[src/rtl/snake_frame_reader.sv]
// Renders one 4x4 snake frame: streams body cells from a synchronous RAM,
// builds the lit-cell bitmap and reports apple/self collisions with a done pulse.
module snake_frame_reader (
    input  logic        clock_i,
    input  logic        reset_i,
    input  logic        start_i,
    input  logic [3:0]  size_i,
    input  logic [3:0]  apple_i,
    output logic [3:0]  ram_addr_o,
    input  logic [3:0]  ram_data_i,
    output logic        ram_rd_o,
    output logic [15:0] frame_o,
    output logic        apple_hit_o,
    output logic        self_hit_o,
    output logic        busy_o,
    output logic        done_o
);

    typedef enum logic [1:0] {IDLE, READ, DRAIN, DONE} state_t;

    state_t      state_q;
    logic [3:0]  size_q;
    logic [3:0]  apple_q;
    logic [3:0]  head_q;
    logic [15:0] bitmap_q;
    logic        pend_q;
    logic        vld_q;
    logic [3:0]  idx_q;
    logic [3:0]  ram_addr_q;
    logic        ram_rd_q;
    logic [15:0] frame_q;
    logic        apple_hit_q;
    logic        self_hit_q;
    logic        busy_q;
    logic        done_q;

    logic [15:0] data_oh;
    logic [15:0] apple_oh;
    logic [3:0]  head_d;
    logic [15:0] frame_d;
    logic        apple_hit_d;
    logic        self_hit_d;

    // In DRAIN the word on ram_data_i is the last segment; for size 1 it is also the head.
    always_comb begin
        data_oh     = 16'd1 << ram_data_i;
        apple_oh    = 16'd1 << apple_q;
        head_d      = (idx_q == 4'd0) ? ram_data_i : head_q;
        self_hit_d  = pend_q | ((idx_q != 4'd0) && (ram_data_i == head_q));
        frame_d     = bitmap_q | data_oh | apple_oh;
        apple_hit_d = (head_d == apple_q);
    end

    always_ff @(posedge clock_i or posedge reset_i) begin
        if (reset_i) begin
            state_q     <= IDLE;
            size_q      <= '0;
            apple_q     <= '0;
            head_q      <= '0;
            bitmap_q    <= '0;
            pend_q      <= 1'b0;
            vld_q       <= 1'b0;
            idx_q       <= '0;
            ram_addr_q  <= '0;
            ram_rd_q    <= 1'b0;
            frame_q     <= '0;
            apple_hit_q <= 1'b0;
            self_hit_q  <= 1'b0;
            busy_q      <= 1'b0;
            done_q      <= 1'b0;
        end else begin
            done_q <= 1'b0;
            // RAM data lags the registered address by one cycle.
            vld_q  <= ram_rd_q;
            idx_q  <= ram_addr_q;
            if (vld_q) begin
                bitmap_q <= bitmap_q | data_oh;
                if (idx_q == 4'd0)
                    head_q <= ram_data_i;
                else if (ram_data_i == head_q)
                    pend_q <= 1'b1;
            end

            case (state_q)
                IDLE: begin
                    if (start_i) begin
                        size_q     <= size_i;
                        apple_q    <= apple_i;
                        bitmap_q   <= '0;
                        head_q     <= '0;
                        pend_q     <= 1'b0;
                        ram_addr_q <= '0;
                        busy_q     <= 1'b1;
                        if (size_i != 4'd0) begin
                            state_q  <= READ;
                            ram_rd_q <= 1'b1;
                        end else begin
                            state_q  <= DONE;
                        end
                    end
                end
                READ: begin
                    if (ram_addr_q == size_q - 4'd1)
                        state_q <= DRAIN;
                    else
                        ram_addr_q <= ram_addr_q + 4'd1;
                end
                DRAIN: begin
                    state_q     <= DONE;
                    ram_rd_q    <= 1'b0;
                    ram_addr_q  <= '0;
                    frame_q     <= frame_d;
                    apple_hit_q <= apple_hit_d;
                    self_hit_q  <= self_hit_d;
                    done_q      <= 1'b1;
                end
                DONE: begin
                    state_q <= IDLE;
                    busy_q  <= 1'b0;
                    // Empty snake: the frame is published on the way out of DONE.
                    if (size_q == 4'd0) begin
                        frame_q     <= apple_oh;
                        apple_hit_q <= 1'b0;
                        self_hit_q  <= 1'b0;
                        done_q      <= 1'b1;
                    end
                end
                default: state_q <= IDLE;
            endcase
        end
    end

    assign ram_addr_o  = ram_addr_q;
    assign ram_rd_o    = ram_rd_q;
    assign frame_o     = frame_q;
    assign apple_hit_o = apple_hit_q;
    assign self_hit_o  = self_hit_q;
    assign busy_o      = busy_q;
    assign done_o      = done_q;

endmodule

[config.mk]
export PLATFORM = sky130hd
export DESIGN_NAME = snake_frame_reader
export DESIGN_NICKNAME = d
export VERILOG_FILES = /design/src/rtl/snake_frame_reader.sv
export SDC_FILE = /design/constraint.sdc
export NUM_CORES = 1
export LEC_CHECK = 0
export ABC_AREA = 1
export CORE_MARGIN = 2
export CORE_UTILIZATION = 30
export DETAILED_ROUTE_END_ITERATION = 8
export RECOVER_POWER = 50
export SLEW_MARGIN = 20
export SYNTH_ARGS = -nofsm -noshare
export SYNTH_HDL_FRONTEND = slang
export SYNTH_SLANG_ARGS = --single-unit
[constraint.sdc]
create_clock -name clock_i -period 2.1 [get_ports clock_i]
set_clock_uncertainty 0.2 [all_clocks]
set_input_delay 0.315 -clock clock_i [delete_from_list [all_inputs] [get_ports clock_i]]
set_output_delay 0.315 -clock clock_i [all_outputs]
set_load 0.05 [all_outputs]
==> results of run 1 <==
==> layout by cell type, fill, tap and decap left out, types with 13 or more instances in the layout <==
cell type	n
nand2_1	86
dfrtp_1	61
inv_1	34
clkdlybuf4s50_1	30
nor2_1	26
nand3_1	22
nand4_1	21
o21bai_1	16
a31oi_1	16
o211a_1	16
buf_4	13
==> kinds of logic after synthesis <==
| kind of cell | share of synthesized area |
|---|---|
| and+or+nand+nor | 0.233 |
| AOI/OAI and AO/OA | 0.161 |
| DFF | 0.489 |
| buffers and inverters | 0.0782 |
| adders and majority gates | 0.0241 |
| xor gates and xnor gates | 0.0140 |
==> flip-flops by register name (all words and copies together) (netlist names), 2 cells and up <==
signal      cells
ram_addr_o      4
frame_o        16
size_q          4
idx_q           4
apple_q         4
state_q         2
head_q          4
bitmap_q       16
==> timing repair <==
action / CTS / global route
resized for setup: 0 / 3
setup endpoints to repair: 0 / 3
endpoints found under the hold margin: 0 / 0
==> stage by stage <==
step / hold slack [ns] / cells
detailed placement: 0.191 / 533
finish: 0.195 / 549
global route: 0.210 / 549
CTS: 0.0831 / 549
global placement: 0.190 / 533
floorplan: 0.236 / 361
==> worst paths after layout <==
| check | end | from | slack, ns |
|---|---|---|---|
| setup / recovery | frame_o[7] | frame_o[7] | 0.05 |
| hold / removal | vld_q | ram_rd_o | 0.20 |
| setup reg to reg | state_q[1] | size_q[0] | 0.23 |
| hold reg to reg | vld_q | ram_rd_o | 0.20 |
| max in group asynchronous | state_q[0] | reset_i | 0.34 |
| min in group asynchronous | busy_o | reset_i | 0.28 |
==> metal layers <==
metal  vias to the layer above  routed length, um  global-route usage
met1                      1307               3690               0.206
met2                        90               3740               0.241
met5                         -                  0                   0
li1                       1320                  -                   -
met4                         0                101              0.0508
met3                        11                584              0.0466
==> where the power goes <==
| group | internal [uW] | leakage (uW) | switching (uW) |
|---|---|---|---|
| sequential | 1650 | 0.000763 | 369 |
| combinational | 1140 | 0.00110 | 2170 |
| clock | 820 | 0.000121 | 457 |
| total | 3610 | 0.00198 | 3000 |
==> final cells by class <==
| type | instances | area share |
|---|---|---|
| clock buffers | 12 | 0.0370 |
| repair buffers | 53 | 0.124 |
| clock inverters | 4 | 0.0243 |
| well taps | 136 | 0.0434 |
| flip-flops and latches | 61 | 0.390 |
| multi-input cells | 244 | 0.345 |
| inverters | 39 | 0.0374 |
==> reports/metrics.csv, run 1 <==
stage;metric;value;unit
worst_hold_path;hold path depth;0;
global_route;GR Overflow Total;0;
cts;CTS clk-pin slew, worst paths;0.07;ns
logic_synthesis;YS warnings;0;
timing;min Tclk post-route;2.05;ns
setup_path;startpoint types;flip-flop;
logic_synthesis;register bit total from synthesis;61;
worst_hold_path;Hold Crit Class;flip-flop to flip-flop;
power_and_ir_drop;leakage power;0.00198;uW
die;Core ar.;10200;um^2
timing;total negative slack;0;ns
setup_path;Buf/Inv on CP;1;
place;Place WS;0.157;ns
place;DP HPWL;5.85;mm
logic_synthesis;synth top area cells;dfrtp_1 (49%), nand2_1 (10%), o211a_1 (5.1%);
setup_path;required time of the critical path;1.58;ns
timing;Fmax achieved;489;MHz
layout;area grow syn2layout;25.6;%
timing;Slew HR;0.512;
layout;ratio of cells with drive above 1 in the final layout;0.0920;
logic_synthesis;Commonest cells post-synth;nand2_1 (86), dfrtp_1 (61), inv_1 (34);
setup_path;crit end category;output pin;
logic_synthesis;Syn Std Cell Area;3120;um^2
cts;CTS Buffer Depth;2;
setup_path;CP max-delay cell;clkdlybuf4s50_1;
run_status;status;finished, final reports clean;
logic_synthesis;Synth Area per Inst;8.64;um^2
global_route;initial antenna violation count;0;
setup_path;delay-heaviest family, CP;buffers and inverters;
route;WL/cell;14.8;um
layout;ANT cells;0;
place;routability cong.;0.848;
cts;CTS tree;built;
timing;Max Slew Vio Count;0;
die;FP Rows;37;
logic_synthesis;top-count cell post-synth;nand2_1;
setup_path;worst-path cell chain;clkdlybuf4s50_1;
setup_path;slowest cell delay on critical path;0.81;ns
timing;setup ws final;0.0548;ns
cts;H-tree depth;3;
place;Port Buffer Count;39;
layout;fin nets;429;
power_and_ir_drop;Power Density;1690;nW/um^2
power_and_ir_drop;Peak VDD IR;535;uV
route;Final ANT Viol Nets;0;
layout;Final Instance Area;3920;um^2
cts;Post-CTS Setup Bufs;0;
logic_synthesis;asr flop ratio synth;1.00;
logic_synthesis;top_reg_cell synth;dfrtp_1;
timing;RSZ-0062 raised after global routing;no;
flow_run;max_cap viols;0;
logic_synthesis;Yosys top cell by area;dfrtp_1;
layout;Storage cell area;1530;um^2
global_route;vias in the first global route;2747;
die;initial core utilization;0.305;
cts;total CTS buffers;9;
setup_path;CP Class;flip-flop to output pin;
setup_path;worst-path fanout max;2;
cts;Worst-Skew Late Latency;0.35;ns
global_route;first-pass GRT wire length;13.6;mm
die;die height;106;um
route;final WL;8.12;mm
route;Vias/cell;4.97;
layout;Layout Utilization;0.383;
route;Iteration-0 DRC Markers;211;
die;num ports;40;
die;DIE WIDTH;106;um
global_route;gr usage total;0.155;
timing;final worst-path cycle share;0.974;
logic_synthesis;Mapped Cells;361;
setup_path;worst reg-to-reg path cell count;11;
logic_synthesis;area share of the largest cell type after synthesis;0.489;
die;Total Die Area;11200;um^2
cts;CTS root buf;clkbuf_8;
timing;Tightest Pin Transition;0.731;ns
logic_synthesis;synth unique cells;31;
route;drt first pass iters;5;
power_and_ir_drop;total power;6610;uW
cts;Hold Buf Count CTS;0;
logic_synthesis;Syn Nets;382;
route;via count;2728;
logic_synthesis;Seq/Total Area, Yosys;0.489;
logic_synthesis;number of synthesized flops with an enable pin;0;
global_route;largest net degree at the start of global routing;34;
setup_path;WP depth;1;
setup_path;Worst EP arrival;1.53;ns
place;post-place instance area;3700;um^2
timing;final hold violation count;0;
cts;clk sinks;61;
route;DRC;0;
layout;Fill cells;1008;
timing;final setup fails;0;
layout;area of the multi-input gates;1350;um^2
Power figures use the tool's default switching activity.
==> inputs of run 2 (changes only) <==
--- a/config.mk
+++ b/config.mk
@@ -6,6 +6,7 @@
 export NUM_CORES = 1
 export LEC_CHECK = 0
 export ABC_AREA = 1
+export CAP_MARGIN = 10
 export CORE_MARGIN = 2
 export CORE_UTILIZATION = 30
 export DETAILED_ROUTE_END_ITERATION = 8
==> results of run 2 <==
No change in the layout: final DEF, timing and power equal those of run 1.
